[config.mk]
export PLATFORM = sky130hd
export DESIGN_NAME = lc3_mem_arbiter_flat
export DESIGN_NICKNAME = d
export VERILOG_FILES = /design/src/rtl/lc3_mem_arbiter_if.sv /design/src/rtl/lc3_mem_arbiter.sv /design/src/flat_wrapper.sv
export SDC_FILE = /design/constraint.sdc
export NUM_CORES = 1
export LEC_CHECK = 0
export ABC_AREA = 1
export BUFFER_PORTS_ARGS = -buffer_cell sky130_fd_sc_hd__buf_2
export CORE_MARGIN = 3
export CORE_UTILIZATION = 42
export CTS_BUF_LIST = sky130_fd_sc_hd__clkbuf_16
export CTS_CLUSTER_SIZE = 10
export DETAILED_ROUTE_END_ITERATION = 16
export GPL_TIMING_DRIVEN = 0
export PLACE_DENSITY_LB_ADDON = 0.2
export SYNTH_ARGS = -nofsm -noshare
export SYNTH_HDL_FRONTEND = slang
export SYNTH_SLANG_ARGS = --single-unit
[constraint.sdc]
create_clock -name clk -period 1.3 [get_ports clk]
set_input_delay 0.195 -clock clk [delete_from_list [all_inputs] [get_ports clk]]
set_output_delay 0.195 -clock clk [all_outputs]
set_load 0.02 [all_outputs]
[src/rtl/lc3_mem_arbiter_if.sv]
// Requester-side memory handshake: req/we/addr/wdata in, rdata and a
// one-cycle ready pulse back. Shared by the CPU and DMA ports.
interface lc3_mem_arbiter_if #(
  parameter int ADDR_W = 16,
  parameter int DATA_W = 16
);
  logic              req;
  logic              we;
  logic [ADDR_W-1:0] addr;
  logic [DATA_W-1:0] wdata;
  logic [DATA_W-1:0] rdata;
  logic              rdy;

  modport master (
    output req, we, addr, wdata,
    input  rdata, rdy
  );

  modport slave (
    input  req, we, addr, wdata,
    output rdata, rdy
  );
endinterface

[src/rtl/lc3_mem_arbiter.sv]
// LC-3 memory port sequencer shared by CPU and DMA, fixed MEM_LAT access.
// Define LC3_ARB_FAIR_EN for round-robin ties; default is CPU priority.
module lc3_mem_arbiter #(
  parameter int ADDR_W  = 16,
  parameter int DATA_W  = 16,
  parameter int MEM_LAT = 2
) (
  input  logic              clk,
  input  logic              rst_n,
  lc3_mem_arbiter_if.slave  cpu,
  lc3_mem_arbiter_if.slave  dma,
  output logic              mem_en,
  output logic              mem_we,
  output logic [ADDR_W-1:0] mem_addr,
  output logic [DATA_W-1:0] mem_wdata,
  input  logic [DATA_W-1:0] mem_rdata,
  output logic              busy
);

  typedef enum logic [1:0] {
    S_IDLE,
    S_ACCESS,
    S_DONE
  } state_t;

  localparam logic [3:0] LAT_M1 = 4'(MEM_LAT - 1);

  state_t            r_state;
  logic [3:0]        r_cnt;
  logic              r_own_dma;
  logic              r_en;
  logic              r_we;
  logic [ADDR_W-1:0] r_addr;
  logic [DATA_W-1:0] r_wdata;
  logic [DATA_W-1:0] r_cpu_rdata;
  logic [DATA_W-1:0] r_dma_rdata;
  logic              r_cpu_r;
  logic              r_dma_ack;

  logic              w_any;
  logic              w_tie_dma;
  logic              w_pick_dma;

`ifdef LC3_ARB_FAIR_EN
  logic r_prio_dma;

  // Pointer names the side that wins the next tie.
  always_ff @(posedge clk or negedge rst_n) begin
    if (!rst_n) begin
      r_prio_dma <= 1'b0;
    end else if (r_state == S_IDLE && w_any) begin
      r_prio_dma <= ~w_pick_dma;
    end
  end

  assign w_tie_dma = r_prio_dma;
`else
  assign w_tie_dma = 1'b0;
`endif

  assign w_any = cpu.req | dma.req;

  always_comb begin
    w_pick_dma = 1'b0;
    unique case (1'b1)
      (cpu.req & dma.req):  w_pick_dma = w_tie_dma;
      (dma.req & ~cpu.req): w_pick_dma = 1'b1;
      default:              w_pick_dma = 1'b0;
    endcase
  end

  always_ff @(posedge clk or negedge rst_n) begin
    if (!rst_n) begin
      r_state     <= S_IDLE;
      r_cnt       <= '0;
      r_own_dma   <= 1'b0;
      r_en        <= 1'b0;
      r_we        <= 1'b0;
      r_addr      <= '0;
      r_wdata     <= '0;
      r_cpu_rdata <= '0;
      r_dma_rdata <= '0;
      r_cpu_r     <= 1'b0;
      r_dma_ack   <= 1'b0;
    end else begin
      r_cpu_r   <= 1'b0;
      r_dma_ack <= 1'b0;
      unique case (r_state)
        S_IDLE: begin
          if (w_any) begin
            r_own_dma <= w_pick_dma;
            r_we      <= w_pick_dma ? dma.we    : cpu.we;
            r_addr    <= w_pick_dma ? dma.addr  : cpu.addr;
            r_wdata   <= w_pick_dma ? dma.wdata : cpu.wdata;
            r_cnt     <= LAT_M1;
            r_en      <= 1'b1;
            r_state   <= S_ACCESS;
          end
        end
        S_ACCESS: begin
          if (r_cnt == 4'd0) begin
            r_en    <= 1'b0;
            r_state <= S_DONE;
            if (r_own_dma) begin
              r_dma_ack <= 1'b1;
              if (!r_we) r_dma_rdata <= mem_rdata;
            end else begin
              r_cpu_r <= 1'b1;
              if (!r_we) r_cpu_rdata <= mem_rdata;
            end
          end else begin
            r_cnt <= r_cnt - 4'd1;
          end
        end
        S_DONE: begin
          r_state <= S_IDLE;
        end
        default: begin
          r_state <= S_IDLE;
        end
      endcase
    end
  end

  assign mem_en    = r_en;
  assign mem_we    = r_en & r_we;
  assign mem_addr  = r_addr;
  assign mem_wdata = r_wdata;
  assign busy      = (r_state != S_IDLE);

  assign cpu.rdata = r_cpu_rdata;
  assign cpu.rdy   = r_cpu_r;
  assign dma.rdata = r_dma_rdata;
  assign dma.rdy   = r_dma_ack;

endmodule

[src/flat_wrapper.sv]
// flat-port wrapper written by rule: the top's interface ports become plain ports
module lc3_mem_arbiter_flat 
#(
  parameter int ADDR_W  = 16,
  parameter int DATA_W  = 16,
  parameter int MEM_LAT = 2
)
  (clk, rst_n, mem_en, mem_we, mem_addr, mem_wdata, mem_rdata, busy, cpu_req, cpu_we, cpu_addr, cpu_wdata, cpu_rdata, cpu_rdy, dma_req, dma_we, dma_addr, dma_wdata, dma_rdata, dma_rdy);
  lc3_mem_arbiter_if #(.ADDR_W(ADDR_W), .DATA_W(DATA_W)) cpu_i ();
  lc3_mem_arbiter_if #(.ADDR_W(ADDR_W), .DATA_W(DATA_W)) dma_i ();
  input  logic clk;
  input  logic rst_n;
  output logic mem_en;
  output logic mem_we;
  output logic [ADDR_W-1:0] mem_addr;
  output logic [DATA_W-1:0] mem_wdata;
  input  logic [DATA_W-1:0] mem_rdata;
  output logic busy;
  input wire logic [$bits(cpu_i.req)-1:0] cpu_req;
  input wire logic [$bits(cpu_i.we)-1:0] cpu_we;
  input wire logic [$bits(cpu_i.addr)-1:0] cpu_addr;
  input wire logic [$bits(cpu_i.wdata)-1:0] cpu_wdata;
  output wire logic [$bits(cpu_i.rdata)-1:0] cpu_rdata;
  output wire logic [$bits(cpu_i.rdy)-1:0] cpu_rdy;
  input wire logic [$bits(dma_i.req)-1:0] dma_req;
  input wire logic [$bits(dma_i.we)-1:0] dma_we;
  input wire logic [$bits(dma_i.addr)-1:0] dma_addr;
  input wire logic [$bits(dma_i.wdata)-1:0] dma_wdata;
  output wire logic [$bits(dma_i.rdata)-1:0] dma_rdata;
  output wire logic [$bits(dma_i.rdy)-1:0] dma_rdy;
  assign cpu_i.req = cpu_req;
  assign cpu_i.we = cpu_we;
  assign cpu_i.addr = cpu_addr;
  assign cpu_i.wdata = cpu_wdata;
  assign cpu_rdata = cpu_i.rdata;
  assign cpu_rdy = cpu_i.rdy;
  assign dma_i.req = dma_req;
  assign dma_i.we = dma_we;
  assign dma_i.addr = dma_addr;
  assign dma_i.wdata = dma_wdata;
  assign dma_rdata = dma_i.rdata;
  assign dma_rdy = dma_i.rdy;
  lc3_mem_arbiter #(.ADDR_W(ADDR_W), .DATA_W(DATA_W), .MEM_LAT(MEM_LAT)) u_core (.clk(clk), .rst_n(rst_n), .cpu(cpu_i), .dma(dma_i), .mem_en(mem_en), .mem_we(mem_we), .mem_addr(mem_addr), .mem_wdata(mem_wdata), .mem_rdata(mem_rdata), .busy(busy));
endmodule
==> results of run 1 <==
==> worst max path at each step <==
| stage | end | slack [ns] | depth (start not counted) |
|---|---|---|---|
| global placement | u_core.mem_wdata[11]$_DFFE_PN0P_ | -0.49 | 1 |
| floorplan | u_core.dma.rdata[10]$_DFFE_PN0P_ | 0.004 | 8 |
| CTS | u_core.dma.rdata[11]$_DFFE_PN0P_ | -0.03 | 8 |
| finish | u_core.dma.rdata[1]$_DFFE_PN0P_ | -0.03 | 8 |
| global route | u_core.dma.rdata[8]$_DFFE_PN0P_ | -0.11 | 7 |
| detailed placement | u_core.dma.rdata[9]$_DFFE_PN0P_ | -0.16 | 7 |
==> cell families after synthesis <==
kind of cell | count (synthesis)
AND/OR/NAND/NOR | 191
flip-flops | 75
AO/OA/AOI/OAI | 73
buffers and inverters | 29
XOR/XNOR | 1
adder cells (fa/ha/maj) | 1
==> synth_stat cells (all sizes together) <==
master / count
nor3: 2
nand4: 1
xor2: 1
dfrtp: 75
ha: 1
buf: 18
nand3: 19
o21ai: 7
inv: 11
a21oi: 66
nor2: 43
nand2: 126
==> placed cells by master (no fill, tap or decap), types with 2 or more instances in the layout <==
cell type,n
buf_12,3
o21ai_0,5
clkbuf_16,11
nand2_1,83
dfrtp_2,2
buf_4,17
a21oi_4,3
inv_1,8
nor2_4,4
buf_2,156
dfrtp_1,73
nor2_1,38
nand2_4,7
buf_8,2
inv_2,5
nand2_2,36
clkinv_2,2
a21oi_1,42
nand3_1,18
buf_6,12
a21oi_2,21
buf_1,2
==> flip-flops by register name, indices dropped and copies added, names as in the netlist <==
name and flops:
u_core.cpu.rdata 16, u_core.cpu.rdy 1, u_core.dma.rdata 16, u_core.dma.rdy 1
u_core.mem_addr 16, u_core.mem_en 1, u_core.mem_wdata 16, u_core.r_cnt 4
u_core.r_own_dma 1, u_core.r_state 2, u_core.r_we 1
==> what timing repair did <==
item                                   4_1_cts  5_1_grt
buffers inserted                            12        5
endpoints found under the hold margin       35        0
setup endpoints to repair                   49       66
gates cloned                                 1        3
resized for setup                           22       82
pin swaps                                   12       17
hold buffers                                 1        0
==> routing by layer <==
layer | routed length (um) | part of all wire, %
met1 | 3630 | 40
met2 | 4530 | 50
met3 | 843 | 9.2
met4 | 125 | 1.4
met5 | 0 | 0
==> where the power goes <==
part           internal (W)  leakage (nW)  switching [W]
Clock               0.00125         0.130       0.000861
Combinational       0.00271          1.50        0.00406
Sequential          0.00352         0.856       0.000783
Total               0.00747          2.48        0.00570
==> area by class of cell <==
| type | count | area share [%] |
|---|---|---|
| plain buffers | 18 | 3.37 |
| clock buffers | 9 | 4.52 |
| clock inverters | 5 | 0.503 |
| inverters | 11 | 0.830 |
| multi-input cells | 266 | 29.8 |
| flip-flops and latches | 75 | 37.8 |
| well taps | 99 | 2.49 |
| repair buffers | 177 | 20.8 |
==> stage by stage <==
stage | util, % | instance area (um2) | setup slack [ns]
detailed placement | 56.8 | 4190 | -0.156
finish | 67.5 | 4980 | -0.0276
global placement | 56.5 | 4170 | -0.489
CTS | 62.7 | 4620 | -0.0341
global route | 67.5 | 4980 | -0.111
floorplan | - | 3270 | 0.00412
==> critical path, delay by kind of cell (launching register included) <==
kind / cells / cell delay [ns]
buf+inv: 2 / 0.23
flops: 1 / 0.38
fa+ha+maj: 1 / 0.16
simple gates: 5 / 0.44
==> results.ini, run 1 <==
[route]
wl_per_cell_um = 13.8
drt_iter0_markers = 125
drc_errors = 0
num_vias = 3185
ant_nets = 0
firstDrtPassIters = 4
via_per_inst = 4.83
wirelength_mm = 9.12

[die]
dieArea_um2 = 8840
die_h_um = 94.0
row_count = 31
io_pins = 155
start_util_pct = 44.1
die_x_um = 94.0
core_area_um2 = 7370

[yosys]
synth_xor_area_share_pct = 0.269
muxShareOfSynthArea_pct = 0
synth_top_cell_by_area = dfrtp_1
synth_adder_area_share_pct = 0.385
synth_compound_area_share_pct = 11.3
syn-num-nets = 457
synth_simple_gate_area_share_pct = 25.2
ys_top_cells_by_area = dfrtp_1, nand2_1, a21oi_1
syn-cell-area_um2 = 3250
synth_top_area_share_pct = 57.7
yosysWarnings = 0
synth_top_family_by_area = simple AND/OR/NAND/NOR gates
ys_seq_elements = 75
synthCells = 370
avgSynthCellArea_um2 = 8.79
ys_seq_area_share_pct = 57.7
ys_types = 24

[clocking]
clk_path_buf_depth = 2
cts.clk_slew.worst_paths_ns = 0.05
root_buffer = clkbuf_16
cts_num_sinks = 75
htree_levels = 3
cts_buffers = 9
tritoncts = done
clk_latency_ns = 0.32

[setup_path]
cp-start-kind = flop
end_kind = flop
cpMaxStageDelayCell = dfrtp_1
cpPeakStageDelay_ns = 0.38
worst_ep_arrival_time_ns = 1.54
worstSetupPathType = flop to flop
cp-startpoint = u_core.r_cnt[0]$_DFFE_PN0P_
r2r.worst_path.cells = 8
cp_max_fo = 6
reg2reg_to = u_core.dma.rdata[1]$_DFFE_PN0P_
r2r_setup_slack_ns = -0.03
cp.required_ns = 1.51
cp_cell_sequence = inv_2 > ha_4 > nand3_4 > nor2_4 > nand2_4 > buf_6 > nand2_2 > nand2_1
timing.rr.start = u_core.r_cnt[0]$_DFFE_PN0P_

[cells_and_area]
area_growth_syn_to_layout_pct = 53.0
n_antenna_cell = 0
layout-drive-gt1-share_pct = 51.2
nets = 645
seqCellArea_um2 = 1880
final_cells = 660
num-fill-cells = 629
multi_input_area_um2 = 1480

[sta]
hold-worst-slack_ns = 0.0963
min_period_ns = 1.33
slew_headroom_pct = 49.3
hold_viol = 0
tns_ns = -0.155
rsz0062_at_grt = true
fin_crit_sh_pct = 102
setup_viol = 20
slew_viol_final = 0
fin_ws_ns = -0.0276
worst_pin_slew_ns = 0.760
clock.fmax_mhz = 753
fin_skew_ns = 0.00391

[grt]
met2_usage_pct = 32.3
grt_first_pass_wirelength_mm = 13.9
use_met3_pct = 7.93
grt_usage_pct = 20.2
grt_most_used_layer = met2
grt_max_degree = 41
grt_util_met1_pct = 25.3
antenna_found_initial = 0
grt-ovfl-total = 0
grt_pass1_vias = 2967

[place]
dpl.cell_count = 624
portBuffers = 154
place_hpwl_mm = 6.30
gp_congestion = 0.833

[worst_hold_path]
hp-start = mem_rdata[13]
whs_path_depth = 3
holdPathEnd = u_core.dma.rdata[13]$_DFFE_PN0P_
hp-class = primary input to flop

[power_and_ir_drop]
vdd.ir_drop.worst_v = 0.00141
power.density_nw_per_um2 = 2650
totalPowerFinal_w = 0.0132
p_leak_nw = 2.48

[outcome]
violations = setup timing
status = finished with violations

[run]
max_cap_viol_count = 0

Note: power is estimated with default switching activity, not from simulation.
==> run 2, diff against run 1 <==
--- a/config.mk
+++ b/config.mk
@@ -5,11 +5,10 @@
 export SDC_FILE = /design/constraint.sdc
 export NUM_CORES = 1
 export LEC_CHECK = 0
-export ABC_AREA = 1
 export BUFFER_PORTS_ARGS = -buffer_cell sky130_fd_sc_hd__buf_2
+export CAP_MARGIN = 10
 export CORE_MARGIN = 3
 export CORE_UTILIZATION = 42
-export CTS_BUF_LIST = sky130_fd_sc_hd__clkbuf_16
 export CTS_CLUSTER_SIZE = 10
 export DETAILED_ROUTE_END_ITERATION = 16
 export GPL_TIMING_DRIVEN = 0
==> results.ini, run 2 <==
[outcome]
status = finished with violations  ; unchanged
violations = setup timing  ; unchanged

[cells_and_area]
area_growth_syn_to_layout_pct = 52.2  ; was 53.0%
num-fill-cells = 579  ; was 629
n_antenna_cell = 0  ; unchanged
layout_commonest_cell = buf_2  ; unchanged
nets = 504  ; was 645
layout-drive-gt1-share_pct = 76.1  ; was 51.2%
final_area_um2 = 5080  ; was 4980 um2
layout_common_cells = buf_2, dfrtp_1, mux2_2  ; was buf_2, nand2_1, dfrtp_1

[setup_path]
cp.buffers_inverters = 3  ; was 2
cp-start-kind = flop  ; unchanged
end_kind = flop  ; unchanged
cp_max_fo = 10  ; was 6
worst_ep_arrival_time_ns = 1.99  ; was 1.54 ns
worstSetupPathType = flop to flop  ; unchanged
cpMaxStageDelayCell = dfrtp_1  ; unchanged
cpPeakStageDelay_ns = 0.39  ; was 0.38 ns
cp.required_ns = 1.52  ; was 1.51 ns
cp_top_family = buffers and inverters  ; was simple AND/OR/NAND/NOR gates
cp_cell_sequence = inv_1 > ha_2 > nor3b_4 > buf_6 > nand4b_4 > buf_8 > mux2_4  ; was inv_2 > ha_4 > nand3_4 > nor2_4 > nand2_4 > buf_6 > nand2_2 > nand2_1

[sta]
hold_viol = 0  ; unchanged
fin_ws_ns = -0.466  ; was -0.0276 ns
setup_viol = 73  ; was 20
worst_pin_slew_ns = 0.494  ; was 0.760 ns
min_period_ns = 1.77  ; was 1.33 ns
slew_viol_final = 0  ; unchanged
fin_skew_ns = 0.0112  ; was 0.00391 ns
rsz0062_at_grt = true  ; unchanged
fin_crit_sh_pct = 136  ; was 102%
clock.fmax_mhz = 566  ; was 753 MHz
tns_ns = -21.45  ; was -0.155 ns
slew_headroom_pct = 67.0  ; was 49.3%

[clocking]
root_buffer = clkbuf_8  ; was clkbuf_16
tritoncts = done  ; unchanged
cts.clk_slew.worst_paths_ns = 0.09  ; was 0.05 ns
clk_latency_ns = 0.34  ; was 0.32 ns
cts_num_sinks = 75  ; unchanged
cts_buffers = 9  ; unchanged
htree_levels = 3  ; unchanged
clk_path_buf_depth = 2  ; unchanged

[yosys]
ys_seq_area_share_pct = 56.2  ; was 57.7%
async_reset_ff_share_pct = 100  ; unchanged
synthCells = 221  ; was 370
yosys_most_used_dff = dfrtp_1  ; unchanged
synth-edff-count = 0  ; unchanged
yosys.cell_count.top_type = mux2_2  ; was nand2_1
yosysWarnings = 0  ; unchanged
synth_top_area_share_pct = 56.2  ; was 57.7%
syn-cell-area_um2 = 3340  ; was 3250 um2
synthTopCellsByCount = mux2_2, dfrtp_1, mux2_4  ; was nand2_1, dfrtp_1, a21oi_1
ys_types = 28  ; was 24
syn-num-nets = 308  ; was 457
ys_top_cells_by_area = dfrtp_1, mux2_2, mux2_4  ; was dfrtp_1, nand2_1, a21oi_1
avgSynthCellArea_um2 = 15.1  ; was 8.79 um2
synth_top_cell_by_area = dfrtp_1  ; unchanged
ys_seq_elements = 75  ; unchanged

[route]
num_vias = 2504  ; was 3185
wl_per_cell_um = 16.3  ; was 13.8 um
via_per_inst = 4.81  ; was 4.83
ant_nets = 0  ; unchanged
drc_errors = 0  ; unchanged
firstDrtPassIters = 4  ; unchanged
wirelength_mm = 8.49  ; was 9.12 mm
drt_iter0_markers = 68  ; was 125

[die]
die_h_um = 95.2  ; was 94.0 um
die_x_um = 95.2  ; was 94.0 um
start_util_pct = 44.6  ; was 44.1%
core_area_um2 = 7490  ; was 7370 um2
row_count = 31  ; unchanged
io_pins = 155  ; unchanged
dieArea_um2 = 9060  ; was 8840 um2

[place]
gp_congestion = 0.683  ; was 0.833
dp_worst_setup_slack_ns = -0.711  ; was -0.156 ns
dpl_cell_area_um2 = 4430  ; was 4190 um2
portBuffers = 154  ; unchanged
place_hpwl_mm = 5.79  ; was 6.30 mm

[grt]
grt_max_degree = 40  ; was 41
grt_usage_pct = 19.5  ; was 20.2%
antenna_found_initial = 0  ; unchanged
grt-ovfl-total = 0  ; unchanged
grt_pass1_vias = 2696  ; was 2967
grt_first_pass_wirelength_mm = 13.3  ; was 13.9 mm

[worst_hold_path]
hp-class = primary input to flop  ; unchanged

[power_and_ir_drop]
power.density_nw_per_um2 = 2580  ; was 2650 nW/um2
vdd.ir_drop.worst_v = 0.00110  ; was 0.00141 V
p_leak_nw = 2.56  ; was 2.48 nW

[run]
max_cap_viol_count = 0  ; unchanged

## run 2: cell count changes in the layout (fill, tap and decap cells not counted), moves of 4 or more
cell | before | now
nand2_1 | 83 | 1
mux2_2 | 0 | 55
mux2_4 | 0 | 43
a21oi_1 | 42 | 2
nand2_2 | 36 | 1
nor2_1 | 38 | 3
a21oi_2 | 21 | 0
nand3_1 | 18 | 1
clkbuf_16 | 11 | 0
clkbuf_8 | 0 | 9
nand2_4 | 7 | 0
buf_2 | 156 | 152
inv_2 | 5 | 1
## run 2: path summary, 6_finish.rpt
path	end	start	depth (start not counted)	slack, ns
worst max-delay path	u_core.dma.rdata[5]$_DFFE_PN0P_	u_core.r_cnt[0]$_DFFE_PN0P_	7	-0.47
worst min-delay path	u_core.dma.rdata[13]$_DFFE_PN0P_	mem_rdata[13]	2	0.09
max in group asynchronous	u_core.cpu.rdata[4]$_DFFE_PN0P_	rst_n	3	0.37
worst min register to register	u_core.mem_en$_DFFE_PN0P_	u_core.mem_en$_DFFE_PN0P_	1	0.50
worst max register to register	u_core.dma.rdata[5]$_DFFE_PN0P_	u_core.r_cnt[0]$_DFFE_PN0P_	7	-0.47
min in group asynchronous	u_core.mem_addr[3]$_DFFE_PN0P_	rst_n	2	0.35
## run 2: layer usage
metal	track usage [%]	share of wire, %	up-vias
li1	-	-	1181
met1	24.8	41	1234
met2	32.8	52	77
met3	3.71	5.5	12
met4	7.33	1.6	0
met5	0	0	-
## run 2: area by class of cell
cell class,count,area [um2],share of cell area [%]
Multi-Input combinational cell,130,1550,30.4
Timing Repair Buffer,187,1180,23.3
Inverter,6,22.5,0.443
Buffer,8,90.1,1.77
Tap cell,99,124,2.44
Clock inverter,6,114,2.24
Clock buffer,10,128,2.51
Sequential cell,75,1880,37.0
## run 2: kinds of logic (layout without fill, tap and decap cells)
kind of cell | count (synthesis) | count (layout) | synth area share [%]
compound gates | 11 | 11 | 2.06
fa+ha+maj | 1 | 1 | 0.374
buf+inv | 16 | 217 | 2.51
flops | 75 | 75 | 56.2
mux | 100 | 100 | 34.8
simple gates | 18 | 18 | 4.12
## run 2: metrics by stage
| stage | power (W) | util, % | hold WS, ns | std cells |
|---|---|---|---|---|
| finish | 0.0131 | 67.9 | 0.0907 | 521 |
| global route | 0.0138 | 67.9 | 0.0765 | 521 |
| CTS | 0.0133 | 68.6 | 0.0641 | 523 |
| detailed placement | 0.00998 | 59.2 | 0.197 | 475 |
| global placement | 0.00981 | 58.9 | 0.414 | 474 |
| floorplan | 0.00817 | - | -0.101 | 221 |
## run 2: repair_timing
item	CTS	global route
hold buffers	1	0
endpoints found under the hold margin	36	0
gates resized for setup	33	14
setup endpoints to repair	74	76
gates cloned	5	0
setup buffers	26	7
pin swaps	5	4
## run 2: worst register-to-register path: stages, from the launching register on
cell	delay, ns
dfrtp_1	0.39
inv_1	0.08
ha_2	0.21
nor3b_4	0.25
buf_6	0.15
nand4b_4	0.10
buf_8	0.18
mux2_4	0.30
## run 2: report_power, final
| part | internal, W | total, W | switching [W] |
|---|---|---|---|
| clock | 0.00128 | 0.00216 | 0.000885 |
| sequential | 0.00352 | 0.00421 | 0.000690 |
| combinational | 0.00350 | 0.00673 | 0.00323 |
| total | 0.00831 | 0.0131 | 0.00480 |
